### src/rtl/leb128_encoder.sv
// leb128_encoder
//   Encodes one WIDTH-bit integer per transaction into a LEB128 byte stream,
//   unsigned (ULEB128) or signed (SLEB128) as selected per word. The word is
//   latched into a shift register and emitted 7 bits at a time, least
//   significant group first, one byte per output handshake.
//
// Ports
//   clk        clock
//   reset      synchronous active-low reset
//   in_data    integer to encode
//   in_signed  1 = SLEB128, 0 = ULEB128; sampled together with in_data
//   in_valid   producer has a word
//   in_ready   encoder can accept a word (IDLE only)
//   out_byte   current encoded byte {continuation, 7 data bits}
//   out_valid  out_byte is valid
//   out_last   current byte is the final byte of the word
//   out_index  0-based position of the current byte within the word
//   out_ready  consumer accepts out_byte

module leb128_encoder #(
    parameter int unsigned WIDTH = 64
) (
    input  logic             clk,
    input  logic             reset,
    input  logic [WIDTH-1:0] in_data,
    input  logic             in_signed,
    input  logic             in_valid,
    output logic             in_ready,
    output logic [7:0]       out_byte,
    output logic             out_valid,
    output logic             out_last,
    output logic [3:0]       out_index,
    input  logic             out_ready
);

    // Maximum number of bytes a WIDTH-bit word can need.
    localparam int unsigned MAXB     = (WIDTH + 6) / 7;
    localparam logic [3:0]  LAST_IDX = 4'(MAXB - 1);

    typedef enum logic {
        IDLE,
        EMIT
    } state_t;

    state_t           state;
    logic [WIDTH-1:0] sr;
    logic             sgn;
    logic [3:0]       idx_q;
    logic             in_ready_q;
    logic             out_valid_q;

    logic [6:0]       low7;
    logic [WIDTH-1:0] nxt;
    logic             done;

    // Byte formation from the current shift-register contents.
    always_comb begin
        low7 = sr[6:0];
        // Arithmetic shift for signed words, logical for unsigned.
        nxt  = {{7{sgn & sr[WIDTH-1]}}, sr[WIDTH-1:7]};
        if (sgn) begin
            done = ((nxt == '0) && !low7[6]) || ((nxt == '1) && low7[6]);
        end else begin
            done = (nxt == '0);
        end
        // The rule always terminates by the last possible byte; the index
        // term only bounds out_index and never changes the encoding.
        if (idx_q == LAST_IDX) begin
            done = 1'b1;
        end
    end

    // State, shift register and handshake flags.
    always_ff @(posedge clk) begin
        if (!reset) begin
            state       <= IDLE;
            sr          <= '0;
            sgn         <= 1'b0;
            idx_q       <= '0;
            in_ready_q  <= 1'b1;
            out_valid_q <= 1'b0;
        end else begin
            case (state)
                IDLE: begin
                    if (in_valid && in_ready_q) begin
                        sr          <= in_data;
                        sgn         <= in_signed;
                        idx_q       <= '0;
                        in_ready_q  <= 1'b0;
                        out_valid_q <= 1'b1;
                        state       <= EMIT;
                    end
                end
                EMIT: begin
                    if (out_valid_q && out_ready) begin
                        if (done) begin
                            // Word finished: one idle bubble before the
                            // next word can be accepted.
                            idx_q       <= '0;
                            in_ready_q  <= 1'b1;
                            out_valid_q <= 1'b0;
                            state       <= IDLE;
                        end else begin
                            sr    <= nxt;
                            idx_q <= idx_q + 4'd1;
                        end
                    end
                end
                default: begin
                    state       <= IDLE;
                    in_ready_q  <= 1'b1;
                    out_valid_q <= 1'b0;
                end
            endcase
        end
    end

    // Byte/last are gated so that they read zero whenever nothing is offered.
    assign in_ready  = in_ready_q;
    assign out_valid = out_valid_q;
    assign out_byte  = out_valid_q ? {~done, low7} : 8'h00;
    assign out_last  = out_valid_q & done;
    assign out_index = idx_q;

endmodule

### config.mk
export PLATFORM = sky130hd
export DESIGN_NAME = leb128_encoder
export DESIGN_NICKNAME = d
export VERILOG_FILES = /design/src/rtl/leb128_encoder.sv
export SDC_FILE = /design/constraint.sdc
export NUM_CORES = 1
export LEC_CHECK = 0
export CORE_UTILIZATION = 40
export CTS_BUF_LIST = sky130_fd_sc_hd__clkbuf_4 sky130_fd_sc_hd__clkbuf_8
export DETAILED_ROUTE_END_ITERATION = 12
export DONT_BUFFER_PORTS = 1
export PLACE_DENSITY = 0.68
export RECOVER_POWER = 100
export SYNTH_ARGS = -nofsm -noshare
export SYNTH_HDL_FRONTEND = slang
export SYNTH_SLANG_ARGS = --single-unit
### constraint.sdc
create_clock -name clk -period 1.9 [get_ports clk]
set_input_delay 0.285 -clock clk [delete_from_list [all_inputs] [get_ports clk]]
set_output_delay 0.285 -clock clk [all_outputs]
set_load 0.01 [all_outputs]
==> impl_metrics.prom <==
# TYPE chip_impl_metric gauge
chip_impl_metric{name="max_slew_headroom_at_the_worst_pin",unit="%"} 49.9
chip_impl_metric{name="die-area",unit="sq um"} 8330
chip_impl_metric{name="leakage",unit="nW"} 2.32
chip_impl_metric{name="tritoncts.num_buffers",unit=""} 9
chip_impl_metric{name="detailedRoute.firstPassIterationCount",unit=""} 4
chip_impl_metric{name="synthesis.nets",unit=""} 385
chip_impl_metric{name="post_synth_mux_area_share",unit="%"} 1.30
chip_impl_metric{name="postPlaceCellArea",unit="sq um"} 3930
chip_impl_metric{name="via_density_per_instance",unit=""} 5.93
chip_impl_metric{name="portBuffers",unit=""} 0
chip_impl_metric{name="remaining_drc_errors",unit=""} 0
chip_impl_metric{name="syn_area_cell",unit="sq um"} 10.2
chip_impl_metric{name="fmax",unit="MHz"} 413
chip_impl_info{name="ys_top_cells_by_area",value="dfxtp_1 (45%), a22o_1 (16%), a21o_1 (13%), nand4_1 (3.7%), nor4_1 (3.5%)"} 1
chip_impl_metric{name="grt_antenna_before_repair",unit=""} 0
chip_impl_metric{name="synthAdderAreaFrac",unit="%"} 0.785
chip_impl_metric{name="fin_skew",unit="ns"} 0.00995
chip_impl_metric{name="antenna_violating_nets_post_route",unit=""} 0
chip_impl_metric{name="layout-area-overhead-vs-synth",unit="%"} 42.6
chip_impl_metric{name="path_max_fanout",unit=""} 3
chip_impl_metric{name="irDropWorstVdd",unit="mV"} 0.468
chip_impl_metric{name="num_vias",unit=""} 3041
chip_impl_metric{name="timing.max_cap.violations",unit=""} 0
chip_impl_metric{name="yosysWarningCount",unit=""} 0
chip_impl_metric{name="vias_in_the_first_global_route",unit=""} 2922
chip_impl_info{name="highest_layer",value="met4"} 1
chip_impl_info{name="root_buffer",value="clkbuf_8"} 1
chip_impl_info{name="yosys_most_used_dff",value="dfxtp_1"} 1
chip_impl_metric{name="hold_viol",unit=""} 0
chip_impl_metric{name="route.met3.wl",unit="um"} 610
chip_impl_metric{name="totalWireLength",unit="mm"} 10.1
chip_impl_metric{name="area_fraction_in_compound_gates_after_synthesis",unit="%"} 34.1
chip_impl_metric{name="period_share",unit="%"} 128
chip_impl_metric{name="fin_nets",unit=""} 477
chip_impl_metric{name="netlist-cell-type-count",unit=""} 34
chip_impl_info{name="combinational_family_with_the_most_area_after_synthesis",value="compound AO/OA/AOI/OAI gates"} 1
chip_impl_metric{name="cts-htree-levels",unit=""} 3
chip_impl_metric{name="ctsHoldBuffers",unit=""} 0
chip_impl_metric{name="die_height",unit="um"} 91.3
chip_impl_metric{name="clkTransAtPathRegs",unit="ns"} 0.08
chip_impl_metric{name="start_util",unit="%"} 41.3
chip_impl_metric{name="slew_viol_final",unit=""} 0
chip_impl_metric{name="ys_seq_area_share",unit="%"} 45.2
chip_impl_info{name="worstSetupPathType",value="reg -> out"} 1
chip_impl_metric{name="tightest_slew",unit="ns"} 0.746
chip_impl_metric{name="grtUsageTotal",unit="%"} 23.4
chip_impl_metric{name="cts.path.max_buffers",unit=""} 2
chip_impl_metric{name="synthesis.instances",unit=""} 314
chip_impl_metric{name="grt_overflow",unit=""} 0
chip_impl_metric{name="fillerInstances",unit=""} 632
chip_impl_info{name="hp-class",value="in -> reg"} 1
chip_impl_metric{name="worst_slack_at_placement",unit="ns"} -0.374
chip_impl_metric{name="timing.final.crit_period",unit="ns"} 2.42
chip_impl_metric{name="finish.cell_count_without_fillers",unit=""} 513
chip_impl_metric{name="post_drt_wl_per_cell",unit="um"} 19.7
chip_impl_metric{name="share_of_flip_flops_with_an_asynchronous_set_or_reset_after_synthesis",unit="%"} 0
chip_impl_metric{name="dp.final_hpwl",unit="mm"} 6.67
chip_impl_metric{name="met2_wirelength",unit="mm"} 5.06
chip_impl_metric{name="drtIter0Drc",unit=""} 125
chip_impl_info{name="cell_type_contributing_the_most_total_cell_area_after_synthesis",value="dfxtp_1"} 1
chip_impl_metric{name="core_footprint",unit="sq um"} 7730
chip_impl_metric{name="pin_count_of_the_biggest_net_entering_global_routing",unit=""} 63
chip_impl_metric{name="io_pins",unit=""} 84
chip_impl_metric{name="yosys.area_share.simple",unit="%"} 13.4
chip_impl_metric{name="final_critical_path_setup_slack",unit="ns"} -0.524
chip_impl_metric{name="placed_cells",unit=""} 482
chip_impl_metric{name="die_width",unit="um"} 91.3
chip_impl_info{name="violations_in_the_final_reports",value="setup timing"} 1
chip_impl_metric{name="post-route-cell-area",unit="sq um"} 4550
chip_impl_metric{name="timing.critical_path.required",unit="ns"} 1.62
chip_impl_metric{name="synth-edff-count",unit=""} 0
chip_impl_metric{name="pwr_density_cell",unit="nW/um^2"} 825
chip_impl_info{name="grt_setup_unrepaired",value="yes"} 1
chip_impl_info{name="cts_tree",value="built"} 1
chip_impl_metric{name="cp.arrival",unit="ns"} 2.14
chip_impl_info{name="cp-end-kind",value="output pin"} 1
chip_impl_metric{name="antenna-diode-count",unit=""} 0
chip_impl_metric{name="core.rowCount",unit=""} 32
chip_impl_metric{name="mappedNetlistArea",unit="sq um"} 3190
chip_impl_info{name="start_kind",value="flop"} 1
chip_impl_info{name="outcome",value="complete, but fails checks"} 1
chip_impl_metric{name="synth_top_area_share",unit="%"} 45.2
chip_impl_metric{name="drive_above_1_share",unit="%"} 37.5
chip_impl_metric{name="met1_length",unit="mm"} 4.20
chip_impl_metric{name="setup_viol_count_final",unit=""} 72
chip_impl_metric{name="postSynthRegisterBits",unit=""} 72
chip_impl_metric{name="global_route_wire_length_before_repair",unit="mm"} 15.0
chip_impl_metric{name="final.setup.tns",unit="ns"} -32.16
chip_impl_metric{name="synthXorXnorAreaFrac",unit="%"} 0
chip_impl_metric{name="clock_latency_at_the_later_pin_of_the_worst_skew_pair",unit="ns"} 0.35
chip_impl_metric{name="num_clock_sinks",unit=""} 72
chip_impl_metric{name="gp_congestion",unit=""} 0.843
## worst paths after layout
check / start / endpoint / slack, ns / cells past startpoint
setup reg to reg: sr[9] / sr[38] / -0.51 / 8
setup / recovery: sr[9] / out_last / -0.52 / 5
hold reg to reg: sr[3] / sr[3] / 0.45 / 1
hold / removal: reset / in_ready / 0.03 / 1
## synth_stat cells, types with 2 or more instances
cell type,number
nand3_1,3
nor4_1,18
nor3_1,2
clkbuf_1,17
buf_6,7
dfxtp_1,72
o21ai_0,3
a21oi_1,2
mux2i_1,3
nand2_1,8
a22o_1,58
a21o_1,57
a221o_1,6
and2_1,9
ha_1,2
nand4_1,19
a31oi_1,3
nor2_1,4
inv_1,6
## cell families (layout without fill, tap and decap cells)
logic type,Yosys count,after routing
mux,4,4
compound gates,135,135
fa+ha+maj,2,2
flops,72,72
buf+inv,30,127
simple gates,71,71
## metrics by stage
stage               power, mW  hold WS, ns  utilization, %
detailed placement       2.23        0.388            50.8
global placement         2.22        0.387            50.8
floorplan                1.99        0.393               -
CTS                      3.70       0.0126            56.3
global route             3.90       0.0126            58.8
finish                   3.75       0.0275            58.8
## worst max-delay path, cell delays in order (launching register included)
cell     delay, ns
dfxtp_2       0.34
nor4_2        0.34
nand4_1       0.19
or4_4         0.61
a31oi_4       0.18
buf_6         0.13
## cell usage in the layout (no fill, tap or decap), types with 2 or more instances in the layout
cell / Yosys / layout
bufinv_16: 0 / 2
nand4_1: 19 / 19
nor3_1: 2 / 2
nand3_1: 3 / 3
nand2_1: 8 / 7
dfxtp_1: 72 / 57
nor4_1: 18 / 7
a31oi_4: 0 / 2
dfxtp_4: 0 / 2
inv_1: 6 / 6
and2_1: 9 / 2
nor4_4: 0 / 2
clkbuf_4: 0 / 2
nor4_2: 1 / 10
and2_0: 0 / 6
buf_6: 7 / 8
ha_1: 2 / 2
o21ai_0: 3 / 3
clkbuf_16: 0 / 4
a221o_1: 6 / 6
clkbuf_8: 0 / 11
nor2_1: 4 / 3
clkbuf_1: 17 / 7
buf_4: 0 / 79
dfxtp_2: 0 / 13
buf_12: 0 / 5
a22o_1: 58 / 58
a21o_1: 57 / 57
mux2i_1: 3 / 3
## what timing repair did
action / 4_1_cts / 5_1_grt
setup endpoints to repair: 70 / 73
gates resized for setup: 34 / 17
setup buffers: 5 / 4
gates cloned: 2 / 5
pin swaps: 8 / 65
## power breakdown
group	internal (mW)	switching (mW)
clock	0.828	0.589
sequential	1.61	0.101
combinational	0.355	0.264
## area by class of cell
cell class | count | area [sq um] | area share [%]
sequential | 72 | 1470 | 32.2
inverter | 6 | 22.5 | 0.495
clock inverter | 4 | 76.3 | 1.68
clock buffer | 12 | 159 | 3.50
multi-input combinational | 212 | 1750 | 38.5
tap | 102 | 128 | 2.81
timing repair buffer | 105 | 945 | 20.8
## flip-flops by register name, summed over array words and instances, names as in the netlist
| signal | cells |
|---|---|
| in_ready | 1 |
| out_index | 4 |
| out_valid | 1 |
| sgn | 1 |
| sr | 64 |
| state | 1 |
## layer usage
layer,vias up,GRT usage (%)
met5,-,0
met4,0,11.1
met3,19,5.78
met2,109,39.3
met1,1487,27.9
li1,1426,-
Power figures use the tool's default switching activity.
